`src/rtl/obstacle_spawn_ctrl.sv`:
```
// Obstacle spawn scheduler: waits a random number of frame ticks, picks a lane
// and kind, then offers one spawn request at a time over valid/ready.
module obstacle_spawn_ctrl #(
  parameter int RW      = 3,
  parameter int GAP_MIN = 4,
  parameter int CNT_W   = 8
) (
  input  logic             clk,
  input  logic             reset,
  input  logic             enable,
  input  logic             tick,
  input  logic [RW-1:0]    rnd,
  input  logic [1:0]       level,
  input  logic             spawn_ready,
  output logic             spawn_valid,
  output logic [1:0]       spawn_lane,
  output logic             spawn_kind,
  output logic             busy,
  output logic [CNT_W-1:0] spawn_count
);

  // Wide enough for GAP_MIN + 2^RW - 1 without overflow.
  localparam int GW = RW + $clog2(GAP_MIN + 1) + 1;

  typedef enum logic [1:0] {IDLE, LOAD, WAIT, SPAWN} state_t;

  state_t           state_reg, state_next;
  logic [GW-1:0]    gap_cnt_reg;
  logic [GW-1:0]    gap_load;
  logic [1:0]       last_lane_reg, rep_cnt_reg;
  logic [1:0]       lane_raw, lane_sel;
  logic [1:0]       spawn_lane_reg;
  logic             spawn_kind_reg, spawn_valid_reg, busy_reg;
  logic [CNT_W-1:0] spawn_count_reg;
  logic             latch, handshake;

  function automatic logic [1:0] next_lane(input logic [1:0] l);
    return (l == 2'd2) ? 2'd0 : l + 2'd1;
  endfunction

  assign gap_load = GW'(GAP_MIN) + GW'(rnd >> level);

  // Lane 3 is not a real lane; remap it, then break a third repeat in a row.
  assign lane_raw = (rnd[1:0] == 2'd3) ? next_lane(last_lane_reg) : rnd[1:0];
  assign lane_sel = (lane_raw == last_lane_reg && rep_cnt_reg == 2'd1)
                    ? next_lane(lane_raw) : lane_raw;

  always_ff @(posedge clk or negedge reset) begin
    if (!reset) state_reg <= IDLE;
    else        state_reg <= state_next;
  end

  always_comb begin
    state_next = state_reg;
    latch      = 1'b0;
    handshake  = 1'b0;
    case (state_reg)
      IDLE:  if (enable) state_next = LOAD;
      LOAD:  state_next = enable ? WAIT : IDLE;
      WAIT: begin
        if (!enable) begin
          state_next = IDLE;
        end else if (tick && gap_cnt_reg == GW'(1)) begin
          state_next = SPAWN;
          latch      = 1'b1;
        end
      end
      SPAWN: begin
        // enable is only honoured once the pending request has been accepted
        if (spawn_ready) begin
          handshake  = 1'b1;
          state_next = enable ? LOAD : IDLE;
        end
      end
      default: state_next = IDLE;
    endcase
  end

  always_ff @(posedge clk or negedge reset) begin
    if (!reset) begin
      gap_cnt_reg     <= '0;
      last_lane_reg   <= 2'd0;
      rep_cnt_reg     <= 2'd0;
      spawn_lane_reg  <= 2'd0;
      spawn_kind_reg  <= 1'b0;
      spawn_valid_reg <= 1'b0;
      busy_reg        <= 1'b0;
      spawn_count_reg <= '0;
    end else begin
      spawn_valid_reg <= (state_next == SPAWN);
      busy_reg        <= (state_next != IDLE);
      if (state_reg == LOAD)
        gap_cnt_reg <= gap_load;
      else if (state_reg == WAIT && enable && tick)
        gap_cnt_reg <= gap_cnt_reg - GW'(1);
      if (latch) begin
        spawn_lane_reg <= lane_sel;
        spawn_kind_reg <= rnd[2];
      end
      if (handshake) begin
        spawn_count_reg <= spawn_count_reg + CNT_W'(1);
        last_lane_reg   <= spawn_lane_reg;
        if (spawn_lane_reg == last_lane_reg)
          rep_cnt_reg <= (rep_cnt_reg == 2'd2) ? 2'd2 : rep_cnt_reg + 2'd1;
        else
          rep_cnt_reg <= 2'd0;
      end
    end
  end

  assign spawn_valid = spawn_valid_reg;
  assign spawn_lane  = spawn_lane_reg;
  assign spawn_kind  = spawn_kind_reg;
  assign busy        = busy_reg;
  assign spawn_count = spawn_count_reg;

endmodule

```
`config.mk`:
```
export PLATFORM = sky130hd
export DESIGN_NAME = obstacle_spawn_ctrl
export DESIGN_NICKNAME = d
export VERILOG_FILES = /design/src/rtl/obstacle_spawn_ctrl.sv
export SDC_FILE = /design/constraint.sdc
export NUM_CORES = 1
export LEC_CHECK = 0
export ABC_CLOCK_PERIOD_IN_PS = 1400
export BUFFER_PORTS_ARGS = -buffer_cell sky130_fd_sc_hd__buf_2
export CAP_MARGIN = 20
export CORE_AREA = 10 10 70 72
export DETAILED_ROUTE_END_ITERATION = 6
export DIE_AREA = 0 0 80 82
export SYNTH_ARGS = -nofsm -noshare
export SYNTH_HDL_FRONTEND = slang
export SYNTH_SLANG_ARGS = --single-unit
```
`constraint.sdc`:
```
create_clock -name clk -period 1.4 [get_ports clk]
set_input_delay 0 -clock clk [delete_from_list [all_inputs] [get_ports clk]]
set_output_delay 0 -clock clk [all_outputs]
set_load 0.005 [all_outputs]
```
* Word level (Yosys, flattened, before mapping)
Cells that the tools add are included. Widths: inputs -> output; s select.
Operators by class: add/subtract/negate cells 6, eq/ne operators 12, shift operators 1, mux-type cells 20, reduce and logical (&&, ||, !) cells 7
Operators with widths (number):
- $mux 2 | 11
- $eq 2x2->1 const B | 7
- $mux 7 | 2
- $add 8x1->8 const B | 1
- $pmux 2 s4 | 1
- $add 3x7->7 const A | 1
- $eq 7x1->1 const B | 1
- $shr 3x2->7 | 1
- $sub 7x1->7 const B | 1
- $add 2x1->2 const B | 3
- $mux 1 | 6
- $eq 2x1->1 const B | 2
- $eq 2x2->1 | 2
- $logic_and 1x1->1 | 4
- $reduce_bool 2->1 | 2
- $logic_not 2->1 | 1
Word-level totals: register bits after elaboration 26, output and inout port bits 13, logic and storage cells 55

* Depth between registers and ports, before layout
depth after elaboration 6, depth in mapped cells 6, mapped depth without buffers 6

* Worst setup path after synthesis
No wires, ideal clock.
path type register to register, from reg gap_cnt_reg[2], to reg spawn_lane_reg[1], in the netlist spawn_lane[1], data arrival time 1.356 ns, setup slack -0.020 ns, stages on the path, launching flop included 5, clock period less this slack 1.420 ns, cell sequence dfrtp_1 > nor4_4 > nand4b_4 > a2111oi_2 > a21o_1
On the way: longest elaborated chain between the ends 5
RTL lines:
- start: declaration | line 28 | logic [GW-1:0] gap_cnt_reg;
- start signal: assignment | line 93 | gap_cnt_reg <= gap_load;
- start signal: assignment | line 95 | gap_cnt_reg <= gap_cnt_reg - GW'(1);
- $eq 7x1->1 | line 63 | end else if (tick && gap_cnt_reg == GW'(1)) begin
- $logic_and 1x1->1 | line 63
- $mux 1 | line 63
- $mux 1 | line 61 | if (!enable) begin
- $mux 1 | line 57 | case (state_reg)
- end signal: assignment | line 97 | spawn_lane_reg <= lane_sel;
- end: declaration | line 32 | logic [1:0] spawn_lane_reg;
Every way passes these cells. A chain may end at the register's enable or synchronous reset.

* Worst setup path in the final report
from reg gap_cnt_reg[4], to reg spawn_lane_reg[0], in the netlist spawn_lane[0]
Same word-level chain as after synthesis.

==> results.md <==
Outcome:
- The flow ran to the end, and the final reports show no timing, DRC or antenna violations.

Logic synthesis:
- The number of enable flip-flop cells after synthesis is 0.
- Among all cell types in the netlist, the one instantiated most often is sky130_fd_sc_hd__dfrtp_1.
- The register bit count reported by yosys is 26.
- The fraction of post-synthesis cell area in the top cell type by area is 0.499.
- The post-synthesis cell count is 118.
- The number of warning messages in the yosys log is 0.
- In the synthesized netlist the async set-or-reset flop fraction comes to 1.00.
- Ranked by instance count, the synthesized netlist is headed by 26 x sky130_fd_sc_hd__dfrtp_1, 12 x sky130_fd_sc_hd__xnor2_1, 10 x sky130_fd_sc_hd__nor2_1.
- The share of synthesized cell area in and, or, nand and nor gates is 0.180.
- After synthesis, the largest family of logic cells by area is simple AND/OR/NAND/NOR gates.
- Of the post-synthesis cell area, the part taken by muxes is 0.0508.
- The leading area contributor after synthesis is sky130_fd_sc_hd__dfrtp_1.
- The post-synthesis compound-gate area fraction is 0.0949.
- Of the total synthesized cell area, the portion taken by XOR and XNOR cells is 0.101.
- The most instantiated flip-flop cell in the synthesis netlist is sky130_fd_sc_hd__dfrtp_1.
- Yosys attributes the largest share of cell area to sky130_fd_sc_hd__dfrtp_1 50%, sky130_fd_sc_hd__xnor2_1 8.1%, sky130_fd_sc_hd__ha_1 4.8%.
- The count of unique library cells instantiated by Yosys is 35.
- The mean instance size in the synthesized netlist is 11.1 um2.
- The post-synthesis share of cell area spent on full adders, half adders and majority gates is 0.0479.
- The total standard cell area after synthesis is 1310 um2.
- The proportion of synthesized chip area in sequential cells is 0.499.
- The synthesized netlist net count is 133.

Hold path:
- The tightest min-delay check is of the in -> reg type.

Timing:
- Timing would allow up to 718 MHz.
- The number of pins with negative max-slew slack in the final report is 0.
- The normalized max-slew margin is 0.604.
- The final hold violation count is 0.
- Setup repair after global routing could not meet its margin everywhere.
- The slew at the pin with the worst max-slew slack is 594 ps.
- Across the routed clock network, the largest skew measured is 1.53 ps.
- The count of final setup violators is 0.
- The final critical path time including I/O delays and setup is 1390 ps.
- The fraction of the cycle the final worst path needs is 0.995.

Power:
- The power share of the clock group is 0.120.
- The relative contribution of combinational cells to total power is 0.413.
- The internal power is 0.00163 W.
- Summed over all nets, the switching power comes to 0.000921 W.
- The power per standard cell area is 1560 nW/um2.
- Of the total power, registers draw 0.467.
- The switching portion of total power is 0.361.
- The static leakage is 0.832 nW.
- Across the VDD grid, the largest voltage drop is 0.000579 V.
- The completed layout was analyzed and its total power is 0.00255 W.

Placement:
- The post-place instance area is 1520 um2.
- The count of buffers added on input and output ports is 22.
- The half-perimeter wire length after detailed placement is 1960 um.
- The global placement routability congestion is 0.818.
- Including well taps, the total number of placed cells is 193.

Clock network:
- The clock latency reported for the late side of the worst-skew pair is 310 ps.
- In this run the number of H-tree levels came out at 1.
- In this run the deepest clock path goes through 2 buffers.
- TritonCTS built the clock tree.
- The tree is rooted in a sky130_fd_sc_hd__clkbuf_4.
- The total number of clock tree sinks is 26.
- The clock slew seen by the registers of the worst setup and hold paths is 130 ps.
- Counting the buffers created by CTS gives 3.

Setup path:
- The worst setup path is of the reg -> reg kind.
- The kind of cell with the highest combined delay on the critical path is simple AND/OR/NAND/NOR gates.
- The largest incremental delay on the critical path is 430 ps.
- The launching element type of the critical path is a register.
- The worst setup path is captured at a register.
- The arrival time of the worst setup path is 1600 ps.
- Walking the worst path, the cells encountered are nor4_4, nand4b_4, mux2_2.
- The critical path contains buffers and inverters numbering 0 combined.
- At the worst endpoint, the required time is 1610 ps.
- The maximum net fanout on the critical path is 5.
- The setup slack on the worst flop-to-flop path is 8 ps.
- The cell type of the slowest stage on the worst timing path is sky130_fd_sc_hd__dfrtp_1.

Global route:
- The number of global-route vias before repair came to 1058.
- After global routing the overflow that remains totals 0.
- The maximum number of pins on one net before global-route repair is 27.
- Across every metal layer, demand over resource in global routing totals 0.0873.
- The number of antenna violations at the first check in global routing was 0.
- The first global-routing pass estimated 4690 um of wire.

Route:
- After the first detailed-routing iteration, the DRC count stood at 63.
- The average wire length per cell after detail routing is 13.1 um.
- Dividing the detail-routed via count by the number of cells gives 4.80.
- The post-detailed-route DRC marker count is 0.
- The total number of vias is 985.
- The detailed-route wire length is 2690 um.
- The number of detailed-routing iterations run before antenna repair is 4.
- The number of nets with antenna violations after routing is 0.

Final layout:
- The register with the most flip-flops in the layout has 8 of them.
- The non-filler instance count after layout is 205.
- In the final layout, the share of cells above drive strength 1 is 0.312.
- In the final design database the tool counted 174 nets.
- The filler cell count in the final layout is 352.
- Measured on the finished design, the core utilization comes to 0.458.
- The final instance area is 1640 um2.
- Compared with the post-synthesis result, the final layout area differs by 25.6%.
- The number of antenna diodes in the final layout is 0.

Floorplanning:
- For this configuration, the core starts out at a cell density of 0.365.
- The core region is 3580 um2.
- The floorplan step set the die height to 82 um.
- The overall die width is 80 um.
- The number of top-level design ports is 23.
- The number of standard-cell rows in the floorplan is 22.
- The die covers 6560 um2.

Flow run:
- Max-cap violations in this run came to 0.
[metal layers]
layer,vias to the layer above,share of wire,track usage
met4,0,0.0033,0.0211
met5,-,0,0
met3,2,0.049,0.0317
li1,490,-,-
met1,482,0.41,0.0949
met2,11,0.54,0.158
[cell type report]
cell class / instances / area (um2) / area share
tap: 48 / 60.1 / 0.0366
sequential: 26 / 651 / 0.397
timing repair buffer: 38 / 240 / 0.147
inverter: 7 / 26.3 / 0.0160
multi-input combinational: 83 / 639 / 0.390
clock buffer: 3 / 22.5 / 0.0137
[power by group through the flow]
stage / logic [W] / registers (W) / clock network (W)
CTS: 0.00100 / 0.00119 / 0.000333
finish: 0.00105 / 0.00119 / 0.000306
floorplan: 0.000609 / 0.00119 / 0
global placement: 0.000910 / 0.00120 / 0
detailed placement: 0.000941 / 0.00121 / 0
global route: 0.00119 / 0.00124 / 0.000360
[worst register-to-register path: cells and delay by family, from the launching register on]
kind             cells  cell delay [ps]
and+or+nand+nor      2              560
DFF                  1              430
muxes                1              310
[cell usage in the layout, fill, tap and decap left out, types with 2 or more instances in the layout]
cell and instances:
sky130_fd_sc_hd__o21ai_0 4, sky130_fd_sc_hd__dfrtp_1 26, sky130_fd_sc_hd__nand4_1 2, sky130_fd_sc_hd__ha_1 4, sky130_fd_sc_hd__buf_2 22, sky130_fd_sc_hd__nor2_1 10
sky130_fd_sc_hd__a21o_1 2, sky130_fd_sc_hd__nand2_1 8, sky130_fd_sc_hd__mux2_2 5, sky130_fd_sc_hd__o22ai_1 2, sky130_fd_sc_hd__clkbuf_4 3, sky130_fd_sc_hd__buf_4 12
sky130_fd_sc_hd__xor2_1 3, sky130_fd_sc_hd__xnor2_1 12, sky130_fd_sc_hd__a21oi_1 4, sky130_fd_sc_hd__dlygate4sd3_1 4, sky130_fd_sc_hd__inv_1 7, sky130_fd_sc_hd__nand3_1 6
[worst paths after layout]
path / start / end / depth (start not counted)
worst min register to register: spawn_count[7] / spawn_count[7] / 1
worst max register to register: gap_cnt_reg[4] / spawn_lane[0] / 3
max in group asynchronous: reset / spawn_kind / 2
worst max-delay path: gap_cnt_reg[4] / spawn_lane[0] / 3
min in group asynchronous: reset / gap_cnt_reg[3] / 2
worst min-delay path: level[1] / gap_cnt_reg[1] / 4
[cell families (layout without fill, tap and decap cells)]
group	count (synthesis)	count (layout)
compound gates	18	18
fa+ha+maj	5	5
simple gates	39	39
xor+xnor	15	15
mux	6	6
buf+inv	9	48
flops	26	26
[per-stage QoR]
step | hold WS, ps | TNS, ps | worst slack [ps]
global placement | 36.6 | 0 | 1.52
detailed placement | 55.3 | -4.50 | -4.50
CTS | 14.5 | -10.3 | -5.16
global route | 20.7 | -217 | -76.7
floorplan | -296 | 0 | 68.7
finish | 24.5 | 0 | 7.69
[timing repair]
item,4_1_cts,5_1_grt
hold buffers,4,0
endpoints found under the setup margin,3,7
hold endpoints to repair,30,0
pin swaps,1,0
gates resized for setup,0,4
buffers inserted,3,2
No activity file was read; power rests on OpenSTA's default activity.
